`src/rtl/rx_cmd_dispatcher_pkg.sv`:
```
// Shared serial-protocol definitions: opcodes, response types, error tag
// and the dispatcher FSM encoding used by the RX/TX stages.
package rx_cmd_dispatcher_pkg;

  localparam logic [3:0] OP_WRITE = 4'h1;
  localparam logic [3:0] OP_READ  = 4'h2;
  localparam logic [3:0] OP_PING  = 4'h3;

  localparam logic [3:0] RESP_ACK  = 4'h1;
  localparam logic [3:0] RESP_DATA = 4'h2;
  localparam logic [3:0] RESP_ECHO = 4'h3;
  localparam logic [3:0] RESP_ERR  = 4'hE;

  localparam logic [7:0] ERR_TAG_DEFAULT = 8'hEE;
  localparam int         ECHO_DEPTH      = 15;

  typedef enum logic [2:0] {
    ST_IDLE      = 3'd0,
    ST_FETCH     = 3'd1,
    ST_SETTLE    = 3'd2,
    ST_EXEC      = 3'd3,
    ST_RESP_WAIT = 3'd4,
    ST_RESP_WR   = 3'd5,
    ST_DRAIN     = 3'd6
  } state_t;

  function automatic logic [15:0] err_word(input logic [7:0] tag, input logic [3:0] op);
    return {tag, 4'h0, op};
  endfunction

endpackage

```
`src/rtl/rx_cmd_dispatcher_reg_file.sv`:
```
// Command register file: one synchronous write port, two combinational
// read ports (config readback and response generation).
module cmd_reg_file
  import rx_cmd_dispatcher_pkg::*;
#(
  parameter int NUM_REGS = 16
) (
  input  logic        clk,
  input  logic        rst,
  input  logic        we,
  input  logic [3:0]  waddr,
  input  logic [15:0] wdata,
  input  logic [3:0]  raddr_a,
  output logic [15:0] rdata_a,
  input  logic [3:0]  raddr_b,
  output logic [15:0] rdata_b
);

  logic [15:0] regs_r [NUM_REGS];

  // write port with synchronous clear
  always_ff @(posedge clk) begin
    if (rst) begin
      for (int i = 0; i < NUM_REGS; i++) begin
        regs_r[i] <= 16'h0000;
      end
    end else if (we && (int'(waddr) < NUM_REGS)) begin
      regs_r[waddr] <= wdata;
    end
  end

  assign rdata_a = (int'(raddr_a) < NUM_REGS) ? regs_r[raddr_a] : 16'h0000;
  assign rdata_b = (int'(raddr_b) < NUM_REGS) ? regs_r[raddr_b] : 16'h0000;

endmodule

```
`src/rtl/rx_cmd_dispatcher.sv`:
```
// Decodes packets from the serial RX stage, executes WRITE/READ/PING against
// the register file and echo buffer, and streams the response to the TX stage.
module rx_cmd_dispatcher
  import rx_cmd_dispatcher_pkg::*;
#(
  parameter int         NUM_REGS = 16,
  parameter logic [7:0] ERR_TAG  = ERR_TAG_DEFAULT
) (
  input  logic        clk,
  input  logic        rst,
  input  logic [15:0] rx_word,
  input  logic        new_rx_words,
  input  logic [3:0]  rx_word_cnt,
  input  logic [3:0]  opcode,
  output logic        read_rx_word,
  output logic [15:0] tx_word,
  output logic        write_tx_word,
  output logic [3:0]  tx_word_cnt,
  output logic [3:0]  tx_resp_type,
  input  logic        tx_busy,
  input  logic [3:0]  cfg_addr,
  output logic [15:0] cfg_data
);

  state_t      state_r, state_nxt_s;
  logic [3:0]  op_r, cnt_r, idx_r, base_addr_r;
  logic [3:0]  tx_idx_r, tx_cnt_r, tx_type_r;
  logic        err_r, read_rx_word_r;
  logic [15:0] rd_cnt_r, tx_word_r;
  logic [15:0] echo_r [ECHO_DEPTH];

  logic        hdr_err_s, pop_s, wr_s, rf_we_s;
  logic [3:0]  exec_type_s, exec_cnt_s, resp_type_s, tx_sel_idx_s;
  logic [3:0]  rf_waddr_s, rf_raddr_s;
  logic [15:0] rf_rdata_s, echo_word_s, resp_word_s;

  cmd_reg_file #(.NUM_REGS(NUM_REGS)) u_reg_file (
    .clk     (clk),
    .rst     (rst),
    .we      (rf_we_s),
    .waddr   (rf_waddr_s),
    .wdata   (rx_word),
    .raddr_a (cfg_addr),
    .rdata_a (cfg_data),
    .raddr_b (rf_raddr_s),
    .rdata_b (rf_rdata_s)
  );

  // Data words follow the address word, so word i lands at base + i - 1.
  assign rf_we_s    = (state_r == ST_FETCH) && new_rx_words && (op_r == OP_WRITE) && (idx_r != 4'd0);
  assign rf_waddr_s = base_addr_r + idx_r - 4'd1;
  assign pop_s      = ((state_r == ST_FETCH) || (state_r == ST_DRAIN)) && new_rx_words;
  assign wr_s       = (state_r == ST_RESP_WR) && !tx_busy;

  // tx_word_r always holds the word at tx_idx_r; prefetch the next one on each write.
  assign tx_sel_idx_s = (state_r == ST_RESP_WR) ? (tx_idx_r + 4'd1) : 4'd0;
  assign rf_raddr_s   = base_addr_r + tx_sel_idx_s;
  assign echo_word_s  = (tx_sel_idx_s < 4'(ECHO_DEPTH)) ? echo_r[tx_sel_idx_s] : 16'h0000;

  // header checks that are decidable before any word is read
  always_comb begin
    hdr_err_s = 1'b0;
    case (opcode)
      OP_WRITE: hdr_err_s = (rx_word_cnt < 4'd2);
      OP_READ:  hdr_err_s = (rx_word_cnt != 4'd2);
      OP_PING:  hdr_err_s = 1'b0;
      default:  hdr_err_s = 1'b1;
    endcase
  end

  // response type and length once the packet is consumed
  always_comb begin
    exec_type_s = RESP_ERR;
    exec_cnt_s  = 4'd1;
    if (err_r) begin
      exec_type_s = RESP_ERR;
      exec_cnt_s  = 4'd1;
    end else begin
      case (op_r)
        OP_WRITE: begin
          exec_type_s = RESP_ACK;
          exec_cnt_s  = 4'd1;
        end
        OP_READ: begin
          if ((rd_cnt_r == 16'd0) || (rd_cnt_r > 16'd15)) begin
            exec_type_s = RESP_ERR;
            exec_cnt_s  = 4'd1;
          end else begin
            exec_type_s = RESP_DATA;
            exec_cnt_s  = rd_cnt_r[3:0];
          end
        end
        OP_PING: begin
          exec_type_s = RESP_ECHO;
          exec_cnt_s  = cnt_r;
        end
        default: begin
          exec_type_s = RESP_ERR;
          exec_cnt_s  = 4'd1;
        end
      endcase
    end
  end

  // response word source selection
  always_comb begin
    resp_type_s = (state_r == ST_EXEC) ? exec_type_s : tx_type_r;
    resp_word_s = err_word(ERR_TAG, op_r);
    case (resp_type_s)
      RESP_ACK:  resp_word_s = {12'h000, cnt_r - 4'd1};
      RESP_DATA: resp_word_s = rf_rdata_s;
      RESP_ECHO: resp_word_s = echo_word_s;
      default:   resp_word_s = err_word(ERR_TAG, op_r);
    endcase
  end

  // FSM next-state
  always_comb begin
    state_nxt_s = state_r;
    case (state_r)
      ST_IDLE: begin
        if (!new_rx_words)              state_nxt_s = ST_IDLE;
        else if (rx_word_cnt == 4'd0)   state_nxt_s = ST_EXEC;
        else if (hdr_err_s)             state_nxt_s = ST_DRAIN;
        else                            state_nxt_s = ST_FETCH;
      end
      ST_FETCH, ST_DRAIN: begin
        if (new_rx_words) state_nxt_s = ST_SETTLE;
        else              state_nxt_s = ST_EXEC;
      end
      ST_SETTLE: begin
        if (idx_r == cnt_r) state_nxt_s = ST_EXEC;
        else if (err_r)     state_nxt_s = ST_DRAIN;
        else                state_nxt_s = ST_FETCH;
      end
      ST_EXEC:      state_nxt_s = ST_RESP_WAIT;
      ST_RESP_WAIT: begin
        if (tx_busy) state_nxt_s = ST_RESP_WAIT;
        else         state_nxt_s = ST_RESP_WR;
      end
      ST_RESP_WR: begin
        if (tx_busy)                           state_nxt_s = ST_RESP_WAIT;
        else if (tx_idx_r == tx_cnt_r - 4'd1)  state_nxt_s = ST_IDLE;
        else                                   state_nxt_s = ST_RESP_WR;
      end
      default: state_nxt_s = ST_IDLE;
    endcase
  end

  // FSM state register
  always_ff @(posedge clk) begin
    if (rst) state_r <= ST_IDLE;
    else     state_r <= state_nxt_s;
  end

  // packet capture, echo buffer and response sequencing
  always_ff @(posedge clk) begin
    if (rst) begin
      op_r           <= 4'h0;
      cnt_r          <= 4'h0;
      idx_r          <= 4'h0;
      base_addr_r    <= 4'h0;
      err_r          <= 1'b0;
      rd_cnt_r       <= 16'h0000;
      read_rx_word_r <= 1'b0;
      tx_idx_r       <= 4'h0;
      tx_cnt_r       <= 4'h0;
      tx_type_r      <= 4'h0;
      tx_word_r      <= 16'h0000;
      for (int i = 0; i < ECHO_DEPTH; i++) begin
        echo_r[i] <= 16'h0000;
      end
    end else begin
      read_rx_word_r <= pop_s;
      case (state_r)
        ST_IDLE: begin
          if (new_rx_words) begin
            op_r     <= opcode;
            cnt_r    <= rx_word_cnt;
            idx_r    <= 4'd0;
            rd_cnt_r <= 16'h0000;
            err_r    <= hdr_err_s || (rx_word_cnt == 4'd0);
          end
        end
        ST_FETCH: begin
          if (new_rx_words) begin
            idx_r <= idx_r + 4'd1;
            if (idx_r == 4'd0) base_addr_r <= rx_word[3:0];
            if ((op_r == OP_READ) && (idx_r == 4'd1)) rd_cnt_r <= rx_word;
            if ((op_r == OP_PING) && (idx_r < 4'(ECHO_DEPTH))) echo_r[idx_r] <= rx_word;
          end else begin
            err_r <= 1'b1;
          end
        end
        ST_DRAIN: begin
          if (new_rx_words) idx_r <= idx_r + 4'd1;
        end
        ST_EXEC: begin
          tx_type_r <= exec_type_s;
          tx_cnt_r  <= exec_cnt_s;
          tx_idx_r  <= 4'd0;
          tx_word_r <= resp_word_s;
        end
        ST_RESP_WR: begin
          if (wr_s) begin
            tx_idx_r  <= tx_idx_r + 4'd1;
            tx_word_r <= resp_word_s;
          end
        end
        default: ;
      endcase
    end
  end

  assign read_rx_word  = read_rx_word_r;
  assign tx_word       = tx_word_r;
  assign write_tx_word = wr_s && !rst;
  assign tx_word_cnt   = tx_cnt_r;
  assign tx_resp_type  = tx_type_r;

endmodule

```
`config.mk`:
```
export PLATFORM = sky130hd
export DESIGN_NAME = rx_cmd_dispatcher
export DESIGN_NICKNAME = d
export VERILOG_FILES = /design/src/rtl/rx_cmd_dispatcher_pkg.sv /design/src/rtl/rx_cmd_dispatcher_reg_file.sv /design/src/rtl/rx_cmd_dispatcher.sv
export SDC_FILE = /design/constraint.sdc
export NUM_CORES = 1
export LEC_CHECK = 0
export ABC_AREA = 0
export CAP_MARGIN = 20
export CORE_MARGIN = 2
export CORE_UTILIZATION = 50
export CTS_BUF_LIST = sky130_fd_sc_hd__clkbuf_8
export CTS_CLUSTER_DIAMETER = 50
export DETAILED_ROUTE_END_ITERATION = 12
export GPL_TIMING_DRIVEN = 1
export PLACE_DENSITY = 0.65
export SLEW_MARGIN = 20
export SYNTH_ARGS = -nofsm -noshare
export SYNTH_HDL_FRONTEND = slang
export SYNTH_HIERARCHICAL = 1
export SYNTH_SLANG_ARGS = --single-unit
```
`constraint.sdc`:
```
create_clock -name clk -period 10.64 [get_ports clk]
set_input_delay 1.064 -clock clk [delete_from_list [all_inputs] [get_ports clk]]
set_output_delay 1.064 -clock clk [all_outputs]
set_load 0.03 [all_outputs]
```
# Word level (Yosys, flattened, before mapping)
# Memory sizes are Yosys's and may differ from the RTL's.
# Cells that the tools add are included.
totals:
  ram_bits: 496
  register_bits: 65
  inputBits: 32
  memories: 2
  wordCells: 131
op_classes:
  reduce_logical: 30
  add_sub_neg: 7
  n_lt_le_gt_ge: 4
  n_mux: 51
  n_eq_ne: 25
mem_list:
  columns: ["name", "depth", "word_bits", "rd", "rd_ports_with_merged_regs", "wr", "line", "source"]
  rows:
  - ["u_reg_file.regs_r", 16, 16, 2, 0, 16, "rx_cmd_dispatcher_reg_file.sv:19", "logic [15:0] regs_r [NUM_REGS];"]
  - ["echo_r", 15, 16, 1, 0, 15, "rx_cmd_dispatcher.sv:30", "logic [15:0] echo_r [ECHO_DEPTH];"]
op_table:
  columns: ["cell", "n"]
  rows:
  - ["$mux 16", 7]
  - ["$pmux 16 s2", 2]
  - ["$pmux 16 s3", 1]
  - ["$mux 4", 11]
  - ["$reduce_or 16->1", 2]
  - ["$eq 4x2->1 const B", 6]
  - ["$pmux 4 s2", 3]
  - ["$mux 3", 7]
  - ["$pmux 3 s6", 1]
  - ["$eq 4x1->1 const B", 4]
  - ["$gt 16x4->1 const B", 1]
  - ["$logic_not 16->1", 1]
  - ["$mux 1", 16]
  - ["$pmux 4 s3", 1]
  - ["$sub 4x1->4 const B", 3]
  - ["$eq 3x3->1 const B", 3]
  - ["$reduce_and 3->1", 3]
  - ["$add 4x1->4 const B", 2]
  - ["$add 4x4->4", 2]
  - ["$eq 4x4->1", 2]
  - ["$logic_and 1x1->1", 8]
  - ["$logic_not 4->1", 2]
  - ["$lt 4x4->1 const B", 2]
  - ["$ne 2x2->1 const B", 4]
  - ["15 further kinds", 23]

# Longest topological paths before layout
# Gate-level depths: netlist of run 1.
depth:
  ltp_word: 10
  ltp_mapped: 18
  ltp_nobuf: 15

# Cells and area by module
# The synthesis of run 1 kept the hierarchy.
modules_own_cells:
  columns: ["module", "seq_area_each_um2", "area_per_inst_um2", "instances", "cells_per_inst"]
  rows:
  - ["rx_cmd_dispatcher", 8988.6, 15733.8, 1, 1393]
  - ["cmd_reg_file", 7687.4, 13414.1, 1, 859]

# Worst setup path before layout of run 1
# No wires, ideal clock.
synth_timing:
  path_kind: "flip-flop to flip-flop"
  from: "register tx_idx_r[0]"
  to: "register tx_word_r[3] (netlist: tx_word[3])"
  setup_slack_ps: 6701
  n_path_buf: 5
  period_less_slack_ps: 3939
  path_stages_with_launch: 17
  arrival_ps: 3809
  cell_sequence: "dfxtp_1 ha_1 buf_2 nand4b_1 clkbuf_1 clkbuf_1 fa_1 inv_1 clkbuf_1 buf_1 mux4_2 a22oi_1 nand2_1 o31ai_1 a221oi_1 nor2_1 a211oi_1"
synth_between:
  elab_chain_len: 7
  word_cells_on_any_way: 10
  cone_classes: "2 x add/sub; 1 x order compare; 5 x mux; 2 x memory"
synth_rtl:
  columns: ["element", "line", "source"]
  rows:
  - ["start, declared", "rx_cmd_dispatcher.sv:27", "logic [3:0] tx_idx_r, tx_cnt_r, tx_type_r;"]
  - ["start signal, assigned", "rx_cmd_dispatcher.sv:206", "tx_idx_r <= tx_idx_r + 4'd1;"]
  - ["$add 4x1->4 (*)", "rx_cmd_dispatcher.sv:56", "assign tx_sel_idx_s = (state_r == ST_RESP_WR) ? (tx_idx_r + 4'd1) : 4'd0;"]
  - ["$mux 4 (*)", "rx_cmd_dispatcher.sv:56", null]
  - ["$add 4x4->4 (*)", "rx_cmd_dispatcher.sv:57", "assign rf_raddr_s = base_addr_r + tx_sel_idx_s;"]
  - ["via rf_raddr_s[1]", "rx_cmd_dispatcher.sv:34", "logic [3:0] rf_waddr_s, rf_raddr_s;"]
  - ["$mem_v2 16x16 (*)", null, null]
  - ["via rf_rdata_s[3]", "rx_cmd_dispatcher.sv:35", "logic [15:0] rf_rdata_s, echo_word_s, resp_word_s;"]
  - ["$pmux 16 s3 (*)", "rx_cmd_dispatcher.sv:109", "case (resp_type_s)"]
  - ["$mux 16", "rx_cmd_dispatcher.sv:205", "if (wr_s) begin"]
  - ["$pmux 16 s2 (*)", "rx_cmd_dispatcher.sv:175", "case (state_r)"]
  - ["end signal, assigned", "rx_cmd_dispatcher.sv:202", "tx_word_r <= resp_word_s;"]
  - ["end signal, assigned", "rx_cmd_dispatcher.sv:207", "tx_word_r <= resp_word_s;"]
  - ["end, declared", "rx_cmd_dispatcher.sv:29", "logic [15:0] rd_cnt_r, tx_word_r;"]
# Mark *: on every way through the listed nets, which the timed path passes. The rest lies on a longest branch. The select of a mux whose other input is x is not followed.
# A chain may end at the register's enable or synchronous reset.

# Final worst setup path of run 1
# Same ends and word-level chain as after synthesis.

==> impl_metrics.env, run 1 <==
export IMPL_viasPerCell=6.25
export IMPL_syn_area_mm2=0.0291
export IMPL_clkPwrFrac_pct=36.1
export IMPL_wirelength_um=86300
export IMPL_synth_avg_cell_area_um2=12.9
export IMPL_clock_path_buffers=3
export IMPL_dpl_cell_area_mm2=0.0306
export IMPL_ant_nets=0
export IMPL_cts_clk_slew_worst_paths_ns=0.06
export IMPL_period_minus_slack_ns=5.29
export IMPL_seq_area_mm2=0.0167
export IMPL_crit_arrival_ns=5.89
export IMPL_yosysMostFrequentCell="edfxtp_1"
export IMPL_final_core_util_pct=56.3
export IMPL_fmax_mhz=189
export IMPL_intPower_uw=3900
export IMPL_cts_sinks=577
export IMPL_grt_max_degree=65
export IMPL_synth_flop_cell="edfxtp_1"
export IMPL_power_density_mw_per_mm2=168
export IMPL_hold_violations=0
export IMPL_yosysTopAreaCell="edfxtp_1"
export IMPL_cp_start_kind="register"
export IMPL_dieArea_mm2=0.0602
export IMPL_place_hpwl_um=54300
export IMPL_setup_viol=0
export IMPL_slew_viol_final=0
export IMPL_synth_edf_count=512
export IMPL_drc=0
export IMPL_first_global_vias=19600
export IMPL_yosysTopAreaCellShare_pct=52.7
export IMPL_cp_required_ns=11.24
export IMPL_async_reset_ff_share_pct=0
export IMPL_port_buffers=73
export IMPL_ioPinCount=74
export IMPL_antenna_found_initial=1
export IMPL_power_switching_uw=1570
export IMPL_drive_gt1_share_pct=17.8
export IMPL_switching_share_pct=28.7
export IMPL_fin_crit_sh_pct=49.7
export IMPL_grt_overflow=0
export IMPL_finClkSkew_ns=0.0501
export IMPL_peakVddDrop_mv=0.0889
export IMPL_rsz0062_at_grt="false"
export IMPL_fin_nets=2371
export IMPL_syn_to_final_growth_pct=11.5
export IMPL_hold_buffers=0
export IMPL_htree_levels=3
export IMPL_die_h_um=245
export IMPL_finish_instance_area_mm2=0.0325
export IMPL_seq_power_share_pct=48.6
export IMPL_clockRootBuffer="clkbuf_8"
export IMPL_cts_setup_buffers=0
export IMPL_total_power_uw=5470
export IMPL_relSlewSlack_pct=21.1
export IMPL_path_class="reg -> reg"
export IMPL_synth_distinct_cells=89
export IMPL_floorplan_initialDensity_pct=50.5
export IMPL_core_mm2=0.0577
export IMPL_ys_warn_count=6
export IMPL_tns_ns=0
export IMPL_vias=19800
export IMPL_stdcell_count=3169
export IMPL_yosysSeqAreaShare_pct=57.2
export IMPL_clk_latency_ns=0.72
export IMPL_worst_slew_pin_slew_ns=1.18
export IMPL_initialDrtViolationCount=2476
export IMPL_combPwrFrac_pct=15.3
export IMPL_grt_pass1_wl_um=128000
export IMPL_critPathMaxFanout=36
export IMPL_gr_usage_all_layers_pct=29.0
export IMPL_p_leak_uw=0.0115
export IMPL_crit_path_end_kind="register"
export IMPL_cts_buffers=98
export IMPL_status="completed"
export IMPL_placed_cells=2987
export IMPL_ys_ff_latch=577
export IMPL_wl_per_cell_um=27.2
export IMPL_max_cap_viol_count=0
export IMPL_filler_cell_count=4754
export IMPL_die_w_um=245
export IMPL_cts_tree="built"
export IMPL_synthTopCellsByCount="edfxtp_1, and2_1, mux4_2, clkbuf_1, nand2_1"
export IMPL_gp_congestion=0.920
export IMPL_firstDrtPassIters=7
export IMPL_postCtsResizedCells=0
export IMPL_row_count=88
export IMPL_multi_input_area_mm2=0.0117
export IMPL_synth_top_cells_by_area="edfxtp_1, and2_1, mux4_2"
export IMPL_hold_class="reg -> reg"
export IMPL_syn_inst=2252
flip-flops by register name, indices dropped and copies added, names as in the netlist:
| signal | cells |
|---|---|
| cnt_r | 4 |
| tx_resp_type | 4 |
| read_rx_word | 1 |
| echo_r | 256 |
| state_r | 3 |
| tx_idx_r | 4 |
| idx_r | 4 |
| err_r | 1 |
| u_reg_file/regs_r | 256 |
| base_addr_r | 4 |
| op_r | 4 |
| rd_cnt_r | 16 |
| tx_word | 16 |
| tx_word_cnt | 4 |
worst paths after layout:
path                              startpoint           end  slack (ns)  depth (start not counted)
worst max-delay path             tx_idx_r[0]    tx_word[3]        5.35                         15
worst min-delay path            rd_cnt_r[10]  rd_cnt_r[10]        0.45                          2
worst max register to register   tx_idx_r[0]    tx_word[3]        5.35                         15
worst min register to register  rd_cnt_r[10]  rd_cnt_r[10]        0.45                          2
power by group through the flow:
stage / logic, µW / registers [µW] / clock network [µW]
floorplan: 574 / 2660 / 0
detailed placement: 825 / 2700 / 0
global route: 887 / 2670 / 2090
global placement: 815 / 2690 / 0
finish: 837 / 2660 / 1970
CTS: 828 / 2650 / 2000
cell type report:
class	instances	area share, %
tap	765	2.95
clock buffer	101	4.28
inverter	24	0.277
sequential	577	51.3
antenna	1	0.00770
timing repair buffer	139	3.75
clock inverter	79	1.55
multi-input combinational	1483	35.9
logic make-up after synthesis:
family | count (synthesis) | synth area share (%)
buffers and inverters | 207 | 3.18
muxes | 202 | 12.7
AOI/OAI and AO/OA | 313 | 7.34
adders and majority gates | 16 | 0.738
other | 1 | 0.0129
xor gates and xnor gates | 22 | 0.661
DFF | 577 | 57.2
and+or+nand+nor | 914 | 18.1
layout by cell type, fill, tap and decap left out, types with 10 or more instances in the layout:
cell and count:
a21oi_1 73, a22oi_1 65, a31oi_1 17, and2_1 486
and2_2 18, and3_1 14, buf_4 66, clkbuf_8 101
clkdlybuf4s50_1 70, clkinv_1 25, clkinv_2 17, conb_1 16
dfxtp_1 64, edfxtp_1 512, ha_1 13, inv_1 45
mux2_2 18, mux2i_1 50, mux4_2 131, nand2_1 126
nand2b_1 11, nand3_1 63, nand4_1 13, nor2_1 76
nor3_1 10, o211ai_1 15, o21ai_0 34, o21ai_1 13
o221ai_1 27, or2_2 21, or3_1 17, xnor2_1 16
routing by layer:
layer / part of all wire, % / routed length (µm) / GRT usage (%) / up-vias
li1: - / - / - / 8550
met3: 9.5 / 8220 / 5.24 / 165
met4: 3.4 / 2920 / 10.4 / 0
met1: 40 / 34800 / 40.2 / 9986
met2: 47 / 40400 / 46.2 / 1105
met5: 0 / 0 / 0 / -
worst max-delay path, cell delays in order, from the launching register on:
cell      delay (ns)
dfxtp_4         0.76
ha_1            0.72
nand4b_1        0.21
inv_1           0.50
ha_1            0.34
a21o_1          0.18
a21oi_1         0.17
xnor2_1         0.09
xnor2_1         0.36
nor2b_2         0.80
a22oi_1         0.27
nand2_1         0.21
o31ai_1         0.10
a221oi_1        0.20
nor2_1          0.07
a211oi_1        0.22
stage by stage:
stage | setup WS (ns) | hold slack [ns]
floorplan | 6.70 | 0.432
global placement | 5.24 | 0.439
detailed placement | 5.47 | 0.447
CTS | 5.46 | 0.455
global route | 5.09 | 0.480
finish | 5.35 | 0.454
Power figures use the tool's default switching activity.
==> inputs of run 2 (changes only) <==
PLACE_DENSITY = 0.67   (was 0.65)
clock period = 4.8 ns   (was 10.64 ns; I/O delays follow)
==> impl_metrics.env, run 2 (synthesis gave the netlist of run 1 again) <==
export IMPL_gp_congestion=0.937
export IMPL_power_density_mw_per_mm2=369
export IMPL_clock_path_buffers=3
export IMPL_reg_top3="echo_r (256), u_reg_file/regs_r (256)"
export IMPL_row_count=88
export IMPL_relSlewSlack_pct=27.6
export IMPL_drc=0
export IMPL_slew_viol_final=0
export IMPL_ant_nets=0
export IMPL_grt_pass1_wl_um=127000
export IMPL_cts_tree="built"
export IMPL_rsz0062_at_grt="false"
export IMPL_grt_overflow=0
export IMPL_ioPinCount=74
export IMPL_dieArea_mm2=0.0602
export IMPL_fmax_mhz=247
export IMPL_wl_per_cell_um=27.0
export IMPL_critPathMaxStageDelay_ns=0.70
export IMPL_postCtsResizedCells=0
export IMPL_first_global_vias=19200
export IMPL_critical_path_cell_chain="nand4b_1 > buf_4 > inv_1 > ha_1 > a21o_1 > a21oi_1 > xnor2_1 > xnor2_1 > nor2_1 > a22oi_1 > nand2_1 > o31ai_1 > a221oi_1 > nor2_1 > a211oi_1"
export IMPL_antenna_found_initial=3
export IMPL_final_core_util_pct=56.5
export IMPL_grt_max_degree=72
export IMPL_crit_path_top_delay_cell="nor2_1"
export IMPL_cts_clk_slew_worst_paths_ns=0.06
export IMPL_status="completed"
export IMPL_crit_arrival_ns=4.65
export IMPL_cts_sinks=577
export IMPL_layout_commonest_cell="edfxtp_1"
export IMPL_viasPerCell=6.21
export IMPL_vias=19800
export IMPL_die_h_um=245
export IMPL_cp_required_ns=5.39
export IMPL_p_leak_uw=0.0116
export IMPL_preCtsSetupSlack_ns=0.902
export IMPL_hold_violations=0
export IMPL_critPathMaxFanout=20
export IMPL_htree_levels=3
export IMPL_hold_class="in -> reg"
export IMPL_finalWorstSetupSlack_ns=0.744
export IMPL_firstDrtPassIters=6
export IMPL_die_w_um=245
export IMPL_finClkSkew_ns=0.0214
export IMPL_fin_crit_sh_pct=84.5
export IMPL_drive_gt1_share_pct=18.0
export IMPL_cts_setup_buffers=0
export IMPL_max_cap_viol_count=0
export IMPL_worst_slew_pin_slew_ns=1.08
export IMPL_clk_latency_ns=0.69
export IMPL_clockRootBuffer="clkbuf_8"
export IMPL_wirelength_um=86000
export IMPL_cp_start_kind="register"
export IMPL_period_minus_slack_ns=4.06
export IMPL_initialDrtViolationCount=2848
export IMPL_fin_nets=2384
export IMPL_path_class="reg -> reg"
export IMPL_crit_path_end_kind="register"
export IMPL_cts_buffers=96
export IMPL_floorplan_initialDensity_pct=50.5
export IMPL_gr_usage_all_layers_pct=28.8
export IMPL_core_mm2=0.0577
export IMPL_hold_buffers=0
export IMPL_port_buffers=73
export IMPL_place_hpwl_um=55400
export IMPL_setup_viol=0
export IMPL_peakVddDrop_mv=0.206
export IMPL_tns_ns=0
export IMPL_final_cell_mix="edfxtp_1, and2_1, mux4_2"
export IMPL_syn_to_final_growth_pct=11.9
## run 2: changes by cell type in the layout (fill, tap and decap cells not counted), moves of 3 or more
| cell | delta |
|---|---|
| nor2b_2 | -3 |
| buf_4 | +13 |
| nor2b_1 | +3 |
| buf_12 | +3 |
## run 2: cell type report
cell class / count / area, µm²
clock inverter: 77 / 465
sequential: 577 / 16700
inverter: 24 / 90.1
clock buffer: 102 / 1400
fill: 4717 / 25100
antenna: 1 / 2.50
timing repair buffer: 154 / 1360
tap: 765 / 957
multi-input combinational: 1483 / 11600
## run 2: path summary, 6_finish.rpt
check,startpoint,end,slack (ns),depth (start not counted)
setup / recovery,state_r[1],tx_word[3],0.74,15
hold / removal,rst,base_addr_r[1],0.08,2
setup reg to reg,state_r[1],tx_word[3],0.74,15
hold reg to reg,rd_cnt_r[14],rd_cnt_r[14],0.45,2
## run 2: power by group
| part | leakage [µW] | internal (µW) | switching [µW] |
|---|---|---|---|
| Clock | 0.00104 | 2240 | 2050 |
| Combinational | 0.00472 | 702 | 1170 |
| Sequential | 0.00579 | 5670 | 201 |
## run 2: through the flow
stage	hold WS, ns	cells	area [µm²]	power (µW)
3_5_place_dp	0.447	3002	30700	7810
4_1_cts	0.0328	3181	32600	12100
5_1_grt	0.0717	3183	32600	12400
3_3_place_gp	0.439	3002	30700	7790
6_report	0.0815	3183	32600	12000
2_1_floorplan	0.432	2267	29200	7170
## run 2: layer usage
metal	wire length [µm]	GRT usage, %
met5	0	0
met4	2740	9.86
met3	8620	5.72
met2	39600	44.6
met1	35100	40.7
## run 2: critical path, delay by kind of cell (launching register included)
family / cells / cell delay, ns
simple gates: 4 / 1.22
compound gates: 6 / 1.09
fa+ha+maj: 1 / 0.29
flops: 1 / 0.68
xor+xnor: 2 / 0.31
buf+inv: 2 / 0.36
